**config.mk**
```make
export PLATFORM = sky130hd
export DESIGN_NAME = load_store_unit_flat
export DESIGN_NICKNAME = d
export VERILOG_FILES = /design/src/rtl/load_store_unit_if.sv /design/src/rtl/load_store_unit.sv /design/src/flat_wrapper.sv
export SDC_FILE = /design/constraint.sdc
export NUM_CORES = 1
export LEC_CHECK = 0
export ABC_AREA = 1
export CAP_MARGIN = 20
export CORE_MARGIN = 2
export CORE_UTILIZATION = 34
export DETAILED_ROUTE_END_ITERATION = 8
export PLACE_DENSITY_LB_ADDON = 0.15
export SLEW_MARGIN = 20
export SYNTH_ARGS = -nofsm -noshare
export SYNTH_HDL_FRONTEND = slang
export SYNTH_SLANG_ARGS = --single-unit
```
**constraint.sdc**
```tcl
create_clock -name clk -period 2.15 [get_ports clk]
set_input_delay 0.43 -clock clk [delete_from_list [all_inputs] [get_ports clk]]
set_output_delay 0.43 -clock clk [all_outputs]
set_load 0.02 [all_outputs]
```
**src/rtl/load_store_unit_if.sv**
```systemverilog
// -----------------------------------------------------------------------------
// load_store_unit_if
// Single-port data-memory bus between the load/store unit and data memory.
//   dmem_req    request valid (master -> slave)
//   dmem_we     request is a write
//   dmem_addr   word-aligned byte address
//   dmem_wdata  lane-replicated store data
//   dmem_wstrb  byte enables, zero for reads
//   dmem_gnt    memory accepts the request this cycle (slave -> master)
//   dmem_rvalid read data valid
//   dmem_rdata  read data
// -----------------------------------------------------------------------------
interface load_store_unit_if #(
  parameter int ADDR_WIDTH = 32,
  parameter int DATA_WIDTH = 32
);

  logic                    dmem_req;
  logic                    dmem_we;
  logic [ADDR_WIDTH-1:0]   dmem_addr;
  logic [DATA_WIDTH-1:0]   dmem_wdata;
  logic [DATA_WIDTH/8-1:0] dmem_wstrb;
  logic                    dmem_gnt;
  logic                    dmem_rvalid;
  logic [DATA_WIDTH-1:0]   dmem_rdata;

  modport master (
    output dmem_req, dmem_we, dmem_addr, dmem_wdata, dmem_wstrb,
    input  dmem_gnt, dmem_rvalid, dmem_rdata
  );

  modport slave (
    input  dmem_req, dmem_we, dmem_addr, dmem_wdata, dmem_wstrb,
    output dmem_gnt, dmem_rvalid, dmem_rdata
  );

endinterface

```
**src/rtl/load_store_unit.sv**
```systemverilog
// -----------------------------------------------------------------------------
// load_store_unit
// RV32I memory-access stage. Uses the ALU result as effective address, issues
// one request on the data-memory bus and returns extended load data.
//   clk, rst        clock and synchronous active-high reset
//   start           launch an access (sampled only when idle)
//   mem_read        access is a load
//   mem_write       access is a store (wins over mem_read)
//   funct3          width/sign: B, H, W, BU, HU
//   addr            effective address
//   store_data      rs2 value
//   busy            access in flight, pipeline must stall
//   done            one-cycle completion pulse
//   misaligned      with done: access was rejected without touching memory
//   load_data       extended load result, held until the next access
//   dmem            data-memory bus (master side)
// -----------------------------------------------------------------------------
module load_store_unit #(
  parameter int ADDR_WIDTH = 32,
  parameter int DATA_WIDTH = 32
) (
  input  logic                  clk,
  input  logic                  rst,
  input  logic                  start,
  input  logic                  mem_read,
  input  logic                  mem_write,
  input  logic [2:0]            funct3,
  input  logic [ADDR_WIDTH-1:0] addr,
  input  logic [DATA_WIDTH-1:0] store_data,
  output logic                  busy,
  output logic                  done,
  output logic                  misaligned,
  output logic [DATA_WIDTH-1:0] load_data,
  load_store_unit_if.master     dmem
);

  localparam logic [1:0] S_IDLE = 2'd0;
  localparam logic [1:0] S_REQ  = 2'd1;
  localparam logic [1:0] S_WAIT = 2'd2;
  localparam logic [1:0] S_DONE = 2'd3;

  logic [1:0]            state;
  logic [1:0]            lane_q;
  logic [2:0]            funct3_q;
  logic                  err_q;

  logic                  accept;
  logic                  legal_f3;
  logic                  aligned;
  logic [DATA_WIDTH-1:0] wdata_next;
  logic [3:0]            wstrb_next;
  logic [7:0]            byte_sel;
  logic [15:0]           half_sel;
  logic [DATA_WIDTH-1:0] load_ext;

  // Request and status outputs are pure state decodes, so nothing on the
  // memory side can reach them combinationally.
  assign busy          = (state != S_IDLE);
  assign done          = (state == S_DONE);
  assign misaligned    = (state == S_DONE) && err_q;
  assign dmem.dmem_req = (state == S_REQ);

  // Decode of the incoming access: legality of funct3 for its direction,
  // natural alignment, and the lane-replicated store payload.
  always_comb begin
    accept     = start && (mem_read || mem_write);
    legal_f3   = 1'b0;
    aligned    = 1'b1;
    wdata_next = store_data;
    wstrb_next = 4'b1111;
    if (mem_write) begin
      legal_f3 = (funct3 == 3'b000) || (funct3 == 3'b001) || (funct3 == 3'b010);
    end else begin
      legal_f3 = (funct3 == 3'b000) || (funct3 == 3'b001) || (funct3 == 3'b010) ||
                 (funct3 == 3'b100) || (funct3 == 3'b101);
    end
    case (funct3[1:0])
      2'b00: begin
        wdata_next = {4{store_data[7:0]}};
        wstrb_next = 4'b0001 << addr[1:0];
      end
      2'b01: begin
        aligned    = !addr[0];
        wdata_next = {2{store_data[15:0]}};
        wstrb_next = 4'b0011 << {addr[1], 1'b0};
      end
      2'b10: begin
        aligned = (addr[1:0] == 2'b00);
      end
      default: begin
        aligned = 1'b1;
      end
    endcase
  end

  // Lane selection and extension of returned read data, driven by the
  // address and width captured when the access was accepted.
  always_comb begin
    byte_sel = 8'h00;
    case (lane_q)
      2'd0:    byte_sel = dmem.dmem_rdata[7:0];
      2'd1:    byte_sel = dmem.dmem_rdata[15:8];
      2'd2:    byte_sel = dmem.dmem_rdata[23:16];
      default: byte_sel = dmem.dmem_rdata[31:24];
    endcase
    half_sel = lane_q[1] ? dmem.dmem_rdata[31:16] : dmem.dmem_rdata[15:0];
    case (funct3_q)
      3'b000:  load_ext = {{24{byte_sel[7]}}, byte_sel};
      3'b100:  load_ext = {24'h000000, byte_sel};
      3'b001:  load_ext = {{16{half_sel[15]}}, half_sel};
      3'b101:  load_ext = {16'h0000, half_sel};
      default: load_ext = dmem.dmem_rdata;
    endcase
  end

  // Access FSM. A rejected access skips the bus entirely and reports through
  // DONE; the bus payload registers only change for accesses that go out, so
  // they stay stable for the whole REQ phase.
  always_ff @(posedge clk) begin
    if (rst) begin
      state           <= S_IDLE;
      lane_q          <= 2'd0;
      funct3_q        <= 3'd0;
      err_q           <= 1'b0;
      load_data       <= '0;
      dmem.dmem_we    <= 1'b0;
      dmem.dmem_addr  <= '0;
      dmem.dmem_wdata <= '0;
      dmem.dmem_wstrb <= 4'b0000;
    end else begin
      case (state)
        S_IDLE: begin
          if (accept) begin
            lane_q   <= addr[1:0];
            funct3_q <= funct3;
            err_q    <= !(legal_f3 && aligned);
            if (legal_f3 && aligned) begin
              state           <= S_REQ;
              dmem.dmem_we    <= mem_write;
              dmem.dmem_addr  <= {addr[ADDR_WIDTH-1:2], 2'b00};
              dmem.dmem_wdata <= mem_write ? wdata_next : '0;
              dmem.dmem_wstrb <= mem_write ? wstrb_next : 4'b0000;
            end else begin
              state <= S_DONE;
            end
          end
        end
        S_REQ: begin
          if (dmem.dmem_gnt) begin
            state <= dmem.dmem_we ? S_DONE : S_WAIT;
          end
        end
        S_WAIT: begin
          if (dmem.dmem_rvalid) begin
            load_data <= load_ext;
            state     <= S_DONE;
          end
        end
        default: begin
          state <= S_IDLE;
        end
      endcase
    end
  end

endmodule

```
**src/flat_wrapper.sv**
```systemverilog
// flat-port wrapper written by rule: the top's interface ports become plain ports
module load_store_unit_flat 
#(
  parameter int ADDR_WIDTH = 32,
  parameter int DATA_WIDTH = 32
)
  (clk, rst, start, mem_read, mem_write, funct3, addr, store_data, busy, done, misaligned, load_data, dmem_dmem_req, dmem_dmem_we, dmem_dmem_addr, dmem_dmem_wdata, dmem_dmem_wstrb, dmem_dmem_gnt, dmem_dmem_rvalid, dmem_dmem_rdata);
  load_store_unit_if #(.ADDR_WIDTH(ADDR_WIDTH), .DATA_WIDTH(DATA_WIDTH)) dmem_i ();
  input  logic clk;
  input  logic rst;
  input  logic start;
  input  logic mem_read;
  input  logic mem_write;
  input  logic [2:0] funct3;
  input  logic [ADDR_WIDTH-1:0] addr;
  input  logic [DATA_WIDTH-1:0] store_data;
  output logic busy;
  output logic done;
  output logic misaligned;
  output logic [DATA_WIDTH-1:0] load_data;
  output wire logic [$bits(dmem_i.dmem_req)-1:0] dmem_dmem_req;
  output wire logic [$bits(dmem_i.dmem_we)-1:0] dmem_dmem_we;
  output wire logic [$bits(dmem_i.dmem_addr)-1:0] dmem_dmem_addr;
  output wire logic [$bits(dmem_i.dmem_wdata)-1:0] dmem_dmem_wdata;
  output wire logic [$bits(dmem_i.dmem_wstrb)-1:0] dmem_dmem_wstrb;
  input wire logic [$bits(dmem_i.dmem_gnt)-1:0] dmem_dmem_gnt;
  input wire logic [$bits(dmem_i.dmem_rvalid)-1:0] dmem_dmem_rvalid;
  input wire logic [$bits(dmem_i.dmem_rdata)-1:0] dmem_dmem_rdata;
  assign dmem_dmem_req = dmem_i.dmem_req;
  assign dmem_dmem_we = dmem_i.dmem_we;
  assign dmem_dmem_addr = dmem_i.dmem_addr;
  assign dmem_dmem_wdata = dmem_i.dmem_wdata;
  assign dmem_dmem_wstrb = dmem_i.dmem_wstrb;
  assign dmem_i.dmem_gnt = dmem_dmem_gnt;
  assign dmem_i.dmem_rvalid = dmem_dmem_rvalid;
  assign dmem_i.dmem_rdata = dmem_dmem_rdata;
  load_store_unit #(.ADDR_WIDTH(ADDR_WIDTH), .DATA_WIDTH(DATA_WIDTH)) u_core (.clk(clk), .rst(rst), .start(start), .mem_read(mem_read), .mem_write(mem_write), .funct3(funct3), .addr(addr), .store_data(store_data), .busy(busy), .done(done), .misaligned(misaligned), .load_data(load_data), .dmem(dmem_i));
endmodule
```
; After elaboration in Yosys (flattened, before gate mapping)
; Index checks and enable logic that the tools add are counted.
[word_totals]
ff_bits = 107
latchBits = 0
ramBits = 0
romBits = 0
inputBits = 106
output_inout_bits = 105
elab_cells = 64
mem_count = 0
[classes]
add_sub_neg = 0
mul = 0
div_mod_pow = 0
magnitude_cmp = 0
eq_ne = 17
shifts = 2
mux = 15
bitwise_logic = 0
reduce_logical = 21
[op_table]
columns = op, count
row1 = $pmux W32 S4, 1
row2 = $pmux W32 S2, 1
row3 = $mux W32, 1
row4 = $pmux W8 S3, 1
row5 = $mux W16, 1
row6 = $eq A3 B3 Y1 const B, 4
row7 = $eq A2 B2 Y1 const B, 4
row8 = $logic_not A2 Y1, 4
row9 = $mux W2, 4
row10 = $pmux W4 S2, 1
row11 = $eq A2 B1 Y1 const B, 3
row12 = $eq A3 B1 Y1 const B, 2
row13 = $logic_not A3 Y1, 2
row14 = $pmux W2 S3, 1
row15 = $reduce_and A3 Y1, 2
row16 = $logic_or A1 B1 Y1, 5
row17 = $mux W4, 1
row18 = $ne A2 B1 Y1 const B, 2
row19 = $reduce_and A2 Y1, 2
row20 = $shl A1 B2 Y4 const A, 1
row21 = $shl A2 B2 Y4 const A, 1
row22 = $eq A3 B2 Y1 const B, 1
row23 = $logic_and A1 B1 Y1, 3
row24 = $logic_not A1 Y1, 2
row25 = 4 further kinds, 5

; Logic depth before layout (Yosys ltp)
; Gate-level depths: netlist of the first run.
[depth]
word_depth = 10
depth_mapped = 13
depth_no_buf = 11

; Least setup slack after synthesis of the first run
; Ideal clock, no wire load.
[synth_path]
path_kind = input port to flip-flop
startpoint = input port funct3[0]
endpoint = register u_core.dmem.dmem_wdata[25]
setup_ns = 0.122
arrival_time_ns = 1.528
path_slack_ns = 0.499
stages = 13
n_path_buf = 2
cell_sequence = inv_1 ha_1 inv_2 nand2_4 nand2_1 nand2_1 nand3_2 nand2_1 inv_2 buf_6 buf_6 nand2_1 o21ai_0
[synth_between]
elab_chain_len = 8
word_cells_on_any_way = 18
[synth_lines]
columns = item, line
row1 = start: declaration, flat_wrapper.sv:14  ; input logic [2:0] funct3;
row2 = $eq A3 B1 Y1 / $logic_not A3 Y1 (equally long branches), "load_store_unit.sv:72, load_store_unit.sv:74"
row3 = $logic_or A1 B1 Y1 (2 in a row), "load_store_unit.sv:72, load_store_unit.sv:74"
row4 = $logic_or A1 B1 Y1, load_store_unit.sv:74  ; legal_f3 = (funct3 == 3'b000) || (funct3 == 3'b001) || (funct3 == 3'b010) ||
row5 = $logic_or A1 B1 Y1, load_store_unit.sv:75  ; (funct3 == 3'b100) || (funct3 == 3'b101);
row6 = $mux W1, load_store_unit.sv:71  ; if (mem_write) begin
row7 = $logic_and A1 B1 Y1, load_store_unit.sv:137  ; if (legal_f3 && aligned) begin
row8 = $reduce_and A3 Y1 (no line), --
row9 = end signal: assignment, load_store_unit.sv:141  ; dmem.dmem_wdata <= mem_write ? wdata_next : '0;
row10 = end: declaration, load_store_unit_if.sv:28  ; output dmem_req, dmem_we, dmem_addr, dmem_wdata, dmem_wstrb,
; Several ways; a longest one is shown, not always the timed one.
; A chain may end at the register's enable or synchronous reset.

; Worst setup path in the final report of the first run
[layout_path]
startpoint = register u_core.state[1]
endpoint = output port done
[layout_between]
elab_chain_len = 1
[layout_lines]
columns = item, line
row1 = start: declaration, load_store_unit.sv:42  ; logic [1:0] state;
row2 = start signal: assignment, load_store_unit.sv:150  ; state <= dmem.dmem_we ? S_DONE : S_WAIT;
row3 = $eq A2 B2 Y1, load_store_unit.sv:59  ; assign done = (state == S_DONE);
row4 = end: declaration, flat_wrapper.sv:18  ; output logic done;
; No other way between the ends.

==> parameters.txt, run 1 <==
Parameter                              Value

GRT
  Largest net degree at the start of global routing    36
  Global Route Usage Sum    0.200
  Via count of the first global-routing pass    4871
  Antenna violations before repair    0
  Global route overflow    0
  First-pass GRT wire length    approximately 24000 µm

Floorplan
  I/O pin count    between 200 and 250
  DIE HEIGHT    between 100 and 150 µm
  Initial core utilization    0.344
  Width of the die    about 120 µm
  Row cnt    between 40 and 50
  Placeable core region    ~14000 µm²
  Die area    14800 µm²

Pwr
  Sequential fraction of design power    0.378
  Pwr Total    between 6 and 7 mW
  Part of the total power dissipated in combinational logic    0.353
  Internal power consumption    slightly above 4 mW
  Clk network pwr share    0.269
  Cell Pwr Density    roughly 840 nW/µm²
  Switching power summed over all nets    between 2 and 2.5 mW
  Switching part of the total    0.341
  Static Leak    between 2 and 3 nW
  Peak supply drop    approximately 0.4 mV

Clocking
  Number of sinks driven by the clock tree    around 110
  CTS max path bufs    2
  CTS buffer count    9
  Clock tree from TritonCTS    built
  H-tree depth    3
  Reg clk slew, reported paths    0.07 ns
  Number of buffers inserted by hold repair at cts    0
  Setup fix buffers added after clock tree synthesis    0
  Root Buffer Master    clkbuf_16
  Clock latency at the later pin of the worst-skew pair    around 0.34 ns

Synthesis
  Leading register cell type out of synthesis    dfxtp_1
  Yosys warning count    0
  Most frequent cell after synthesis    nand2_1
  Top-area cell type share of the netlist area    0.454
  Sequential cell area fraction in the yosys report    0.454
  Synth async-reset ratio    0
  Cell area after synthesis    roughly 4700 µm²
  Post-synthesis cell type count    29
  Cells after Synth    roughly 660
  Synth top cells by count    nand2_1 (182), dfxtp_1 (107), a21oi_1 (98)
  Largest area contributor in the netlist    dfxtp_1
  Main area contributors after synthesis    dfxtp_1 (45%), nand2_1 (14%), a21oi_1 (10%), o21ai_0 (4.9%), nor2_1 (4.0%)
  Number of enable flip-flop cells after synthesis    0
  Post-synthesis register bit count    roughly 110
  Syn avg cell area    7.20 µm²

Critical path
  Number of gates on the worst path with buffers counted    2
  Critical path capture point type    primary output
  List of cells traversed by the critical path    ha_1 > clkdlybuf4s50_1
  Signal arrival time at the worst endpoint    ~1.6 ns
  Buffering stage count on the worst path with inverters included    1
  Top fanout value on the critical path    4
  Element type at the critical path start    flip-flop
  Family with the most delay on the worst path    buffers and inverters
  Data required, critical path    between 1.5 and 2 ns
  Max incr delay on CP    ~0.65 ns
  Slowest stage cell on the critical path    clkdlybuf4s50_1
  Length in cells of the worst reg-to-reg path    9
  Critical setup path kind    flip-flop to primary output

STA
  Relative slew margins    0.651
  Total count of max-transition violations in the final report    0
  Setup-failing EPs final    0
  Period utilization    0.964
  Transition time at the pin with the least slew margin    roughly 0.52 ns
  Final Hold Slack    0.456 ns
  Setup_tns    0 ns
  Final number of hold-violating endpoints    0
  RSZ-0062 raised after global routing    no
  Final worst clock skew    approximately 0.0055 ns
  Minimum clock period after layout    2.07 ns
  Highest clock frequency the design can meet    around 0.48 GHz
  Final worst-path setup slack    0.0763 ns

Final layout
  Count of antenna diodes in the layout    0
  Final nets    slightly below 1000
  Area Growth Syn to Fin    56.1%
  Post-route design area    roughly 7400 µm²
  Share of cells above drive strength 1    0.0543
  Multi-input gate area in the final layout    2190 µm²
  Final-layout fill cell count    about 1300
  Sequential Area    approximately 2100 µm²

Run status
  Run status    finished clean

Routing
  DRT iter0 DRCs    between 200 and 300
  DRC violation count after routing    0
  Detailed-route vias per instance    4.83
  Detailed-router iteration count before antenna repair    5
  Final routed wire length divided by cell count    approximately 14 µm
  Antenna Nets Post-Route    0
  Routed Wire Length    between 15000 and 20000 µm
  Number of vias in the routed layout    5045

Job
  Max Cap Violations    0

Place
  HPWL after detailed placement    11400 µm
  PortBufs    between 200 and 250
  Cell area after placement    7080 µm²
  Global placer's final weighted congestion    approximately 0.83
  Worst slack at placement    -0.0803 ns

Hold path
  Hold Path Depth    2
  Class of the most critical hold timing path    flip-flop to flip-flop
## timing repair
item | CTS | global route
endpoints found under the setup margin | 2 | 0
gates resized for setup | 2 | 0
endpoints found under the hold margin | 0 | 0
## logic make-up (layout without fill, tap and decap cells)
family,count (synthesis),after routing,share of synthesized area
other,1,2,0.000794
AOI/OAI and AO/OA,204,204,0.231
and+or+nand+nor,254,254,0.212
adders and majority gates,7,7,0.0185
DFF,107,107,0.454
buffers and inverters,83,291,0.0837
## layout make-up
| class | instances | area share |
|---|---|---|
| Clock inverter | 4 | 0.00679 |
| Sequential cell | 107 | 0.291 |
| Inverter | 44 | 0.0224 |
| Clock buffer | 12 | 0.0334 |
| Multi-Input combinational cell | 467 | 0.297 |
| Timing Repair Buffer | 231 | 0.319 |
| Tap cell | 180 | 0.0306 |
## per-layer routing
| layer | wire [µm] | part of all wire | GRT usage |
|---|---|---|---|
| met5 | 0 | 0 | 0 |
| met4 | 437 | 0.029 | 0.0841 |
| met3 | 1120 | 0.074 | 0.0515 |
| met2 | 7210 | 0.48 | 0.335 |
| met1 | 6270 | 0.42 | 0.242 |
## power groups by stage
stage / Combinational [mW] / Sequential [mW] / Clock (mW)
after floorplan: 1.07 / 2.56 / 0
after CTS: 2.18 / 2.34 / 1.71
after detailed placement: 2.18 / 2.38 / 0
final: 2.18 / 2.33 / 1.66
after global placement: 2.16 / 2.37 / 0
after global routing: 2.40 / 2.36 / 1.80
## path summary, 6_finish.rpt
kind | slack [ns] | from | to
worst max-delay path | 0.08 | u_core.state[1]$_SDFFE_PP0P_ | done
worst min-delay path | 0.46 | u_core.dmem.dmem_wdata[1]$_SDFFE_PP0P_ | u_core.dmem.dmem_wdata[1]$_SDFFE_PP0P_
worst max register to register | 0.47 | u_core.state[0]$_SDFFE_PP0P_ | u_core.dmem.dmem_addr[27]$_SDFFE_PP0P_
worst min register to register | 0.46 | u_core.dmem.dmem_wdata[1]$_SDFFE_PP0P_ | u_core.dmem.dmem_wdata[1]$_SDFFE_PP0P_
## through the flow
stage                      util  cells
after detailed placement  0.516   1029
final                     0.537   1045
after global placement    0.516   1029
after floorplan               -    657
after global routing      0.537   1045
after CTS                 0.537   1045
## registers in the layout (all words and copies together), names as in the netlist
signal,count
u_core.funct3_q,3
u_core.load_data,32
u_core.lane_q,2
u_core.err_q,1
u_core.dmem.dmem_we,1
u_core.state,2
u_core.dmem.dmem_addr,30
u_core.dmem.dmem_wdata,32
u_core.dmem.dmem_wstrb,4
## layout by cell type (no fill, tap or decap), types with 3 or more instances in the layout
master	instances
a21oi_1	98
buf_12	8
buf_4	15
clkbuf_16	9
clkdlybuf4s50_1	206
dfxtp_1	107
ha_1	7
inv_1	38
inv_2	5
nand2_1	182
nand3_1	16
nor2_1	50
o211ai_1	3
o21ai_0	46
o21ai_1	34
o21bai_1	18
## worst register-to-register path: cells and delay by family (launching register included)
kind	cells	cell delay, ns
AO/OA/AOI/OAI	1	0.13
flip-flops	1	0.34
buffers and inverters	4	0.51
AND/OR/NAND/NOR	3	0.43
adder cells (fa/ha/maj)	1	0.19
Note: power is estimated with default switching activity, not from simulation.
==> inputs of run 2 (changes only) <==
--- a/config.mk
+++ b/config.mk
@@ -8,7 +8,7 @@
 export ABC_AREA = 1
 export CAP_MARGIN = 20
 export CORE_MARGIN = 2
-export CORE_UTILIZATION = 34
+export CORE_UTILIZATION = 42
 export DETAILED_ROUTE_END_ITERATION = 8
 export PLACE_DENSITY_LB_ADDON = 0.15
 export SLEW_MARGIN = 20
==> run 2 against run 1 <==
Net effect: final cell count shrank 3.3%; first-iteration DRC count grew 11%; sequential power about the same; clock skew is 0.0035 ns higher; largest power group unchanged; highest routed layer unchanged; clock-buffer cell count fell by 2; total power fell by 4.9%; register-to-register slack got worse by 0.07 ns; hold slack worse by 0.0028 ns; maximum frequency rose by 0.22%; clock power decreased by 17%; die area is 18% lower.
==> parameters.txt, run 2 (same netlist as run 1, synthesis figures left out) <==
Parameter                              Value

Floorplan
  Die area    12100 µm² (was 14800 µm²)
  Width of the die    110 µm (was 122 µm)
  Placeable core region    10900 µm² (was 13700 µm²)
  Row cnt    38 (was 43)
  Initial core utilization    0.434 (was 0.344)
  DIE HEIGHT    110 µm (was 122 µm)
  I/O pin count    211 (unchanged)

STA
  Setup_tns    0 ns (unchanged)
  RSZ-0062 raised after global routing    no (unchanged)
  Highest clock frequency the design can meet    0.483 GHz (was 0.482 GHz)
  Total count of max-transition violations in the final report    0 (unchanged)
  Final worst clock skew    0.00899 ns (was 0.00553 ns)
  Final number of hold-violating endpoints    0 (unchanged)
  Minimum clock period after layout    2.07 ns (about the same)
  Setup-failing EPs final    0 (unchanged)
  Period utilization    0.962 (was 0.964)

GRT
  Via count of the first global-routing pass    4949 (was 4871)
  Antenna violations before repair    0 (unchanged)
  Global Route Usage Sum    0.240 (was 0.200)
  Global route overflow    0 (unchanged)
  Largest net degree at the start of global routing    39 (was 36)
  First-pass GRT wire length    22900 µm (was 23700 µm)

Routing
  Routed Wire Length    14800 µm (was 15000 µm)
  Detailed-router iteration count before antenna repair    5 (unchanged)
  Detailed-route vias per instance    5.06 (was 4.83)
  Met3 routed wirelength    994 µm (was 1120 µm)
  Routed wire length on met2    7430 µm (was 7210 µm)
  Final routed wire length divided by cell count    14.7 µm (was 14.4 µm)
  Number of vias in the routed layout    5114 (was 5045)
  DRC violation count after routing    0 (unchanged)
  Uppermost layer routed    met4 (unchanged)
  DRT iter0 DRCs    278 (was 251)
  Post-Route M1 WL    5990 µm (was 6270 µm)
  Antenna Nets Post-Route    0 (unchanged)

Final layout
  Registers with the most flip-flops    u_core.dmem.dmem_wdata x32, u_core.load_data x32, u_core.dmem.dmem_addr x30 (unchanged)
  Area Growth Syn to Fin    53.8% (was 56.1%)
  Final std cells w/o fill    1010 (was 1045)
  Share of cells above drive strength 1    0.0609 (was 0.0543)
  Final nets    978 (was 973)
  Leading cell types in the layout, fill and taps excluded    clkdlybuf4s50_1 (205), nand2_1 (182), dfxtp_1 (107), a21oi_1 (98), nor2_1 (50) (was clkdlybuf4s50_1 (206), nand2_1 (182), dfxtp_1 (107), a21oi_1 (98), nor2_1 (50))
  Most common library cell in the layout ignoring fill and taps    clkdlybuf4s50_1 (unchanged)
  Count of antenna diodes in the layout    0 (unchanged)

Place
  PortBufs    208 (unchanged)
  Cell count after placement    994 (was 1029)
  HPWL after detailed placement    11300 µm (was 11400 µm)
  Global placer's final weighted congestion    0.919 (was 0.833)

Clocking
  Number of buffers inserted by hold repair at cts    0 (unchanged)
  CTS max path bufs    2 (unchanged)
  H-tree depth    3 (unchanged)
  CTS buffer count    9 (unchanged)
  Root Buffer Master    clkbuf_8 (was clkbuf_16)
  Clock latency at the later pin of the worst-skew pair    0.37 ns (was 0.34 ns)
  Setup fix buffers added after clock tree synthesis    0 (unchanged)
  Number of sinks driven by the clock tree    107 (unchanged)
  Clock tree from TritonCTS    built (unchanged)
  Reg clk slew, reported paths    0.10 ns (was 0.07 ns)

Hold path
  Class of the most critical hold timing path    flip-flop to flip-flop (unchanged)

Pwr
  Peak supply drop    0.397 mV (was 0.409 mV)
  Cell Pwr Density    808 nW/µm² (was 838 nW/µm²)
  Static Leak    2.97 nW (about the same)

Critical path
  Critical setup path kind    flip-flop to primary output (unchanged)
  Top fanout value on the critical path    4 (unchanged)
  Element type at the critical path start    flip-flop (unchanged)
  Critical path capture point type    primary output (unchanged)
  Signal arrival time at the worst endpoint    1.64 ns (about the same)
  Data required, critical path    1.72 ns (about the same)

Run status
  Run status    finished clean (unchanged)

Job
  Max Cap Violations    0 (unchanged)
[run 2: cell types whose count changed in the layout (fill, tap and decap cells not counted), moves of 2 or more]
cell        before  now
clkbuf_16        9    0
clkbuf_8         1    9
buf_4           15   22
buf_12           8    6
clkinv_4         0    2
clkinvlp_4       2    0
inv_6            0    2
[run 2: routing by layer]
metal | global-route usage | vias up
li1 | - | 2556
met1 | 0.275 | 2347
met2 | 0.432 | 184
met3 | 0.0453 | 27
met4 | 0.104 | 0
met5 | 0 | -
[run 2: worst paths after layout]
| path | from | end | slack, ns | depth (start not counted) |
|---|---|---|---|---|
| worst max register to register | u_core.lane_q[1]$_SDFFE_PP0P_ | u_core.load_data[21]$_SDFFE_PP0P_ | 0.40 | 7 |
| worst min register to register | u_core.dmem.dmem_wdata[16]$_SDFFE_PP0P_ | u_core.dmem.dmem_wdata[16]$_SDFFE_PP0P_ | 0.45 | 2 |
| worst max-delay path | u_core.state[0]$_SDFFE_PP0P_ | done | 0.08 | 2 |
| worst min-delay path | u_core.dmem.dmem_wdata[16]$_SDFFE_PP0P_ | u_core.dmem.dmem_wdata[16]$_SDFFE_PP0P_ | 0.45 | 2 |
[run 2: worst max-delay path, cell delays in order (launching register included)]
cell             delay [ns]
dfxtp_1                0.40
ha_1                   0.23
clkdlybuf4s50_1        0.64
[run 2: timing repair]
item | 4_1_cts | 5_1_grt
resized for setup | 2 | 1
hold endpoints to repair | 0 | 0
endpoints found under the setup margin | 2 | 1
[run 2: area by class of cell]
| cell class | instances | area (µm²) |
|---|---|---|
| fillers | 962 | 3630 |
| repair buffers | 236 | 2370 |
| multi-input cells | 467 | 2190 |
| flip-flops and latches | 107 | 2140 |
| well taps | 140 | 175 |
| inverters | 44 | 165 |
| clock buffers | 10 | 128 |
| clock inverters | 6 | 95.1 |
[run 2: report_power, final]
group          internal (mW)  switching [mW]  total [mW]
Combinational          0.932            1.23        2.16
Sequential              2.20           0.136        2.34
Clock                  0.670           0.703        1.37
[run 2: through the flow]
step / hold WS [ns] / utilization / setup slack [ns] / power (mW) / cell area, µm²
6_report: 0.453 / 0.667 / 0.0809 / 5.87 / 7260
5_1_grt: 0.467 / 0.667 / 0.0110 / 6.21 / 7260
4_1_cts: 0.456 / 0.667 / 0.0510 / 5.92 / 7260
3_5_place_dp: 0.438 / 0.646 / -0.0859 / 4.54 / 7040
3_3_place_gp: 0.440 / 0.646 / 0.000467 / 4.50 / 7040
2_1_floorplan: 0.441 / - / 0.499 / 3.62 / 4730
==> inputs of run 3 (changes only) <==
--- a/config.mk
+++ b/config.mk
@@ -10,7 +10,9 @@
 export CORE_MARGIN = 2
 export CORE_UTILIZATION = 42
 export DETAILED_ROUTE_END_ITERATION = 8
-export PLACE_DENSITY_LB_ADDON = 0.15
+export GPL_ROUTABILITY_DRIVEN = 0
+export PLACE_DENSITY = 0.92
+export SKIP_LAST_GASP = 1
 export SLEW_MARGIN = 20
 export SYNTH_ARGS = -nofsm -noshare
 export SYNTH_HDL_FRONTEND = slang
==> run 3 against run 2 <==
Net effect: die area is the same; final area shrank 0.34%; clock power is 12% lower; clock-buffer cell count grew 1; critical path type unchanged; critical endpoint unchanged.
==> parameters.txt, run 3 (same netlist as run 1, synthesis figures left out) <==
Parameter                              Value

Run status
  Run status    finished clean (unchanged)

Final layout
  Post-route design area    7240 µm² (was 7260 µm²)
  Share of cells above drive strength 1    0.0588 (was 0.0609)
  Area Growth Syn to Fin    53.2% (was 53.8%)
  Sequential Area    2140 µm² (unchanged)
  Final-layout fill cell count    905 (was 962)
  Multi-input gate area in the final layout    2190 µm² (unchanged)
  Registers with the most flip-flops    u_core.dmem.dmem_wdata x32, u_core.load_data x32, u_core.dmem.dmem_addr x30 (unchanged)
  Leading cell types in the layout, fill and taps excluded    clkdlybuf4s50_1 (205), nand2_1 (182), dfxtp_1 (107), a21oi_1 (98), nor2_1 (50) (unchanged)
  Count of antenna diodes in the layout    0 (unchanged)
  Most common library cell in the layout ignoring fill and taps    clkdlybuf4s50_1 (unchanged)
  Final nets    977 (was 978)

GRT
  Largest net degree at the start of global routing    45 (was 39)
  First-pass GRT wire length    22900 µm (about the same)
  Via count of the first global-routing pass    4892 (was 4949)
  Global Route Usage Sum    0.238 (was 0.240)
  Global route overflow    0 (unchanged)
  Antenna violations before repair    0 (unchanged)

Hold path
  Class of the most critical hold timing path    input pin to flip-flop (was flip-flop to flip-flop)
  Hold Path Depth    4 (was 2)
  Worst-case hold path end point    u_core.dmem.dmem_wdata[0]$_SDFFE_PP0P_ (was u_core.dmem.dmem_wdata[16]$_SDFFE_PP0P_)
  Worst Hold Launch    rst (was u_core.dmem.dmem_wdata[16]$_SDFFE_PP0P_)

Routing
  Routed Wire Length    14600 µm (was 14800 µm)
  Antenna Nets Post-Route    0 (unchanged)
  Number of vias in the routed layout    5077 (was 5114)
  Detailed-router iteration count before antenna repair    5 (unchanged)
  DRC violation count after routing    0 (unchanged)
  DRT iter0 DRCs    324 (was 278)
  Final routed wire length divided by cell count    14.5 µm (was 14.7 µm)
  Detailed-route vias per instance    5.04 (was 5.06)

Critical path
  Family with the most delay on the worst path    buffers and inverters (unchanged)
  Signal arrival time at the worst endpoint    1.60 ns (was 1.64 ns)
  Element type at the critical path start    flip-flop (unchanged)
  Number of gates on the worst path with buffers counted    2 (unchanged)
  Max incr delay on CP    0.63 ns (was 0.64 ns)
  Setup slack of the worst register-to-register path    0.38 ns (was 0.40 ns)
  Buffering stage count on the worst path with inverters included    1 (unchanged)
  Critical setup path kind    flip-flop to primary output (unchanged)
  Top fanout value on the critical path    4 (unchanged)
  Origin of the critical flop-to-flop path    u_core.state[0]$_SDFFE_PP0P_ (was u_core.lane_q[1]$_SDFFE_PP0P_)
  Reg-to-reg endpoint    u_core.dmem.dmem_addr[31]$_SDFFE_PP0P_ (was u_core.load_data[21]$_SDFFE_PP0P_)
  Data required, critical path    1.72 ns (about the same)
  Slowest stage cell on the critical path    clkdlybuf4s50_1 (unchanged)
  List of cells traversed by the critical path    ha_1 > clkdlybuf4s50_1 (unchanged)
  Length in cells of the worst reg-to-reg path    9 (was 7)
  Critical path capture point type    primary output (unchanged)

Clocking
  Root Buffer Master    clkbuf_8 (unchanged)
  CTS max path bufs    2 (unchanged)
  Reg clk slew, reported paths    0.10 ns (about the same)
  Number of sinks driven by the clock tree    107 (unchanged)
  Clock latency at the later pin of the worst-skew pair    0.36 ns (was 0.37 ns)
  H-tree depth    3 (unchanged)
  Clock tree from TritonCTS    built (unchanged)
  CTS buffer count    9 (unchanged)

Floorplan
  I/O pin count    211 (unchanged)
  Row cnt    38 (unchanged)
  Placeable core region    10900 µm² (unchanged)
  Initial core utilization    0.434 (unchanged)
  DIE HEIGHT    110 µm (unchanged)
  Width of the die    110 µm (unchanged)
  Die area    12100 µm² (unchanged)

Place
  PortBufs    208 (unchanged)
  HPWL after detailed placement    10900 µm (was 11300 µm)
  Worst slack at placement    -0.0917 ns (was -0.0859 ns)
  Cell area after placement    7050 µm² (was 7040 µm²)

STA
  RSZ-0062 raised after global routing    no (unchanged)
  Period utilization    0.944 (was 0.962)
  Highest clock frequency the design can meet    0.493 GHz (was 0.483 GHz)
  Final worst-path setup slack    0.121 ns (was 0.0809 ns)
  Total count of max-transition violations in the final report    0 (unchanged)
  Final number of hold-violating endpoints    0 (unchanged)
  Minimum clock period after layout    2.03 ns (was 2.07 ns)
  Final worst clock skew    0.0135 ns (was 0.00899 ns)
  Setup-failing EPs final    0 (unchanged)
  Setup_tns    0 ns (unchanged)

Job
  Max Cap Violations    0 (unchanged)

Pwr
  Cell Pwr Density    789 nW/µm² (was 808 nW/µm²)
  Peak supply drop    0.481 mV (was 0.397 mV)
  Static Leak    2.95 nW (was 2.97 nW)
run 3: changes by cell type in the layout (fill, tap and decap cells not counted), sizes merged:
cell,change
dlygate4sd2,-1
inv,-2
clkinvlp,+3
bufinv,-1
clkinv,-2
clkbuf,+1
run 3: power by group:
part	internal, mW	total, mW	switching [mW]
clock network	0.535	1.20	0.669
logic	0.942	2.17	1.23
registers	2.20	2.33	0.134
total	3.68	5.71	2.03
run 3: how the worst max path moves through the flow:
stage	end	slack (ns)	start
after global routing	done	0.03	u_core.state[0]$_SDFFE_PP0P_
after global placement	u_core.dmem.dmem_addr[24]$_SDFFE_PP0P_	0.01	funct3[1]
after detailed placement	u_core.dmem.dmem_addr[31]$_SDFFE_PP0P_	-0.09	funct3[1]
final	done	0.12	u_core.state[0]$_SDFFE_PP0P_
after CTS	misaligned	0.03	u_core.state[0]$_SDFFE_PP0P_
after floorplan	u_core.dmem.dmem_wdata[25]$_SDFFE_PP0P_	0.50	funct3[0]
run 3: worst reg2reg max path: cells and delay by family (launching register included):
family / cells / cell delay [ns]
flip-flops: 1 / 0.35
buffers and inverters: 4 / 0.48
AO/OA/AOI/OAI: 1 / 0.14
AND/OR/NAND/NOR: 3 / 0.51
adder cells (fa/ha/maj): 1 / 0.19
run 3: area by class of cell:
cell class              instances  area share
flip-flops and latches        107       0.296
inverters                      44      0.0228
multi-input cells             467       0.302
repair buffers                235       0.329
clock inverters                 4     0.00726
clock buffers                  11      0.0182
well taps                     140      0.0242
run 3: repair_timing:
item | in CTS | in global routing
hold buffers | 0 | 0
gates resized for setup | 1 | 1
buffers inserted | 0 | 0
setup endpoints to repair | 1 | 1
run 3: metrics by stage:
stage                     hold WS (ns)  total power, mW  instances   util
after CTS                        0.448             5.73       1008  0.664
final                            0.446             5.71       1008  0.665
after detailed placement         0.432             4.54        993  0.648
after global routing             0.477             6.06       1008  0.665
after floorplan                  0.441             3.62        657      -
after global placement           0.431             4.49        993  0.648
run 3: per-layer routing:
metal  track usage  vias up  part of all wire
met5             0        -                 0
li1              -     2542                 -
met3        0.0464       43             0.073
met4         0.124        0             0.038
met2         0.389      221              0.46
met1         0.298     2271              0.43
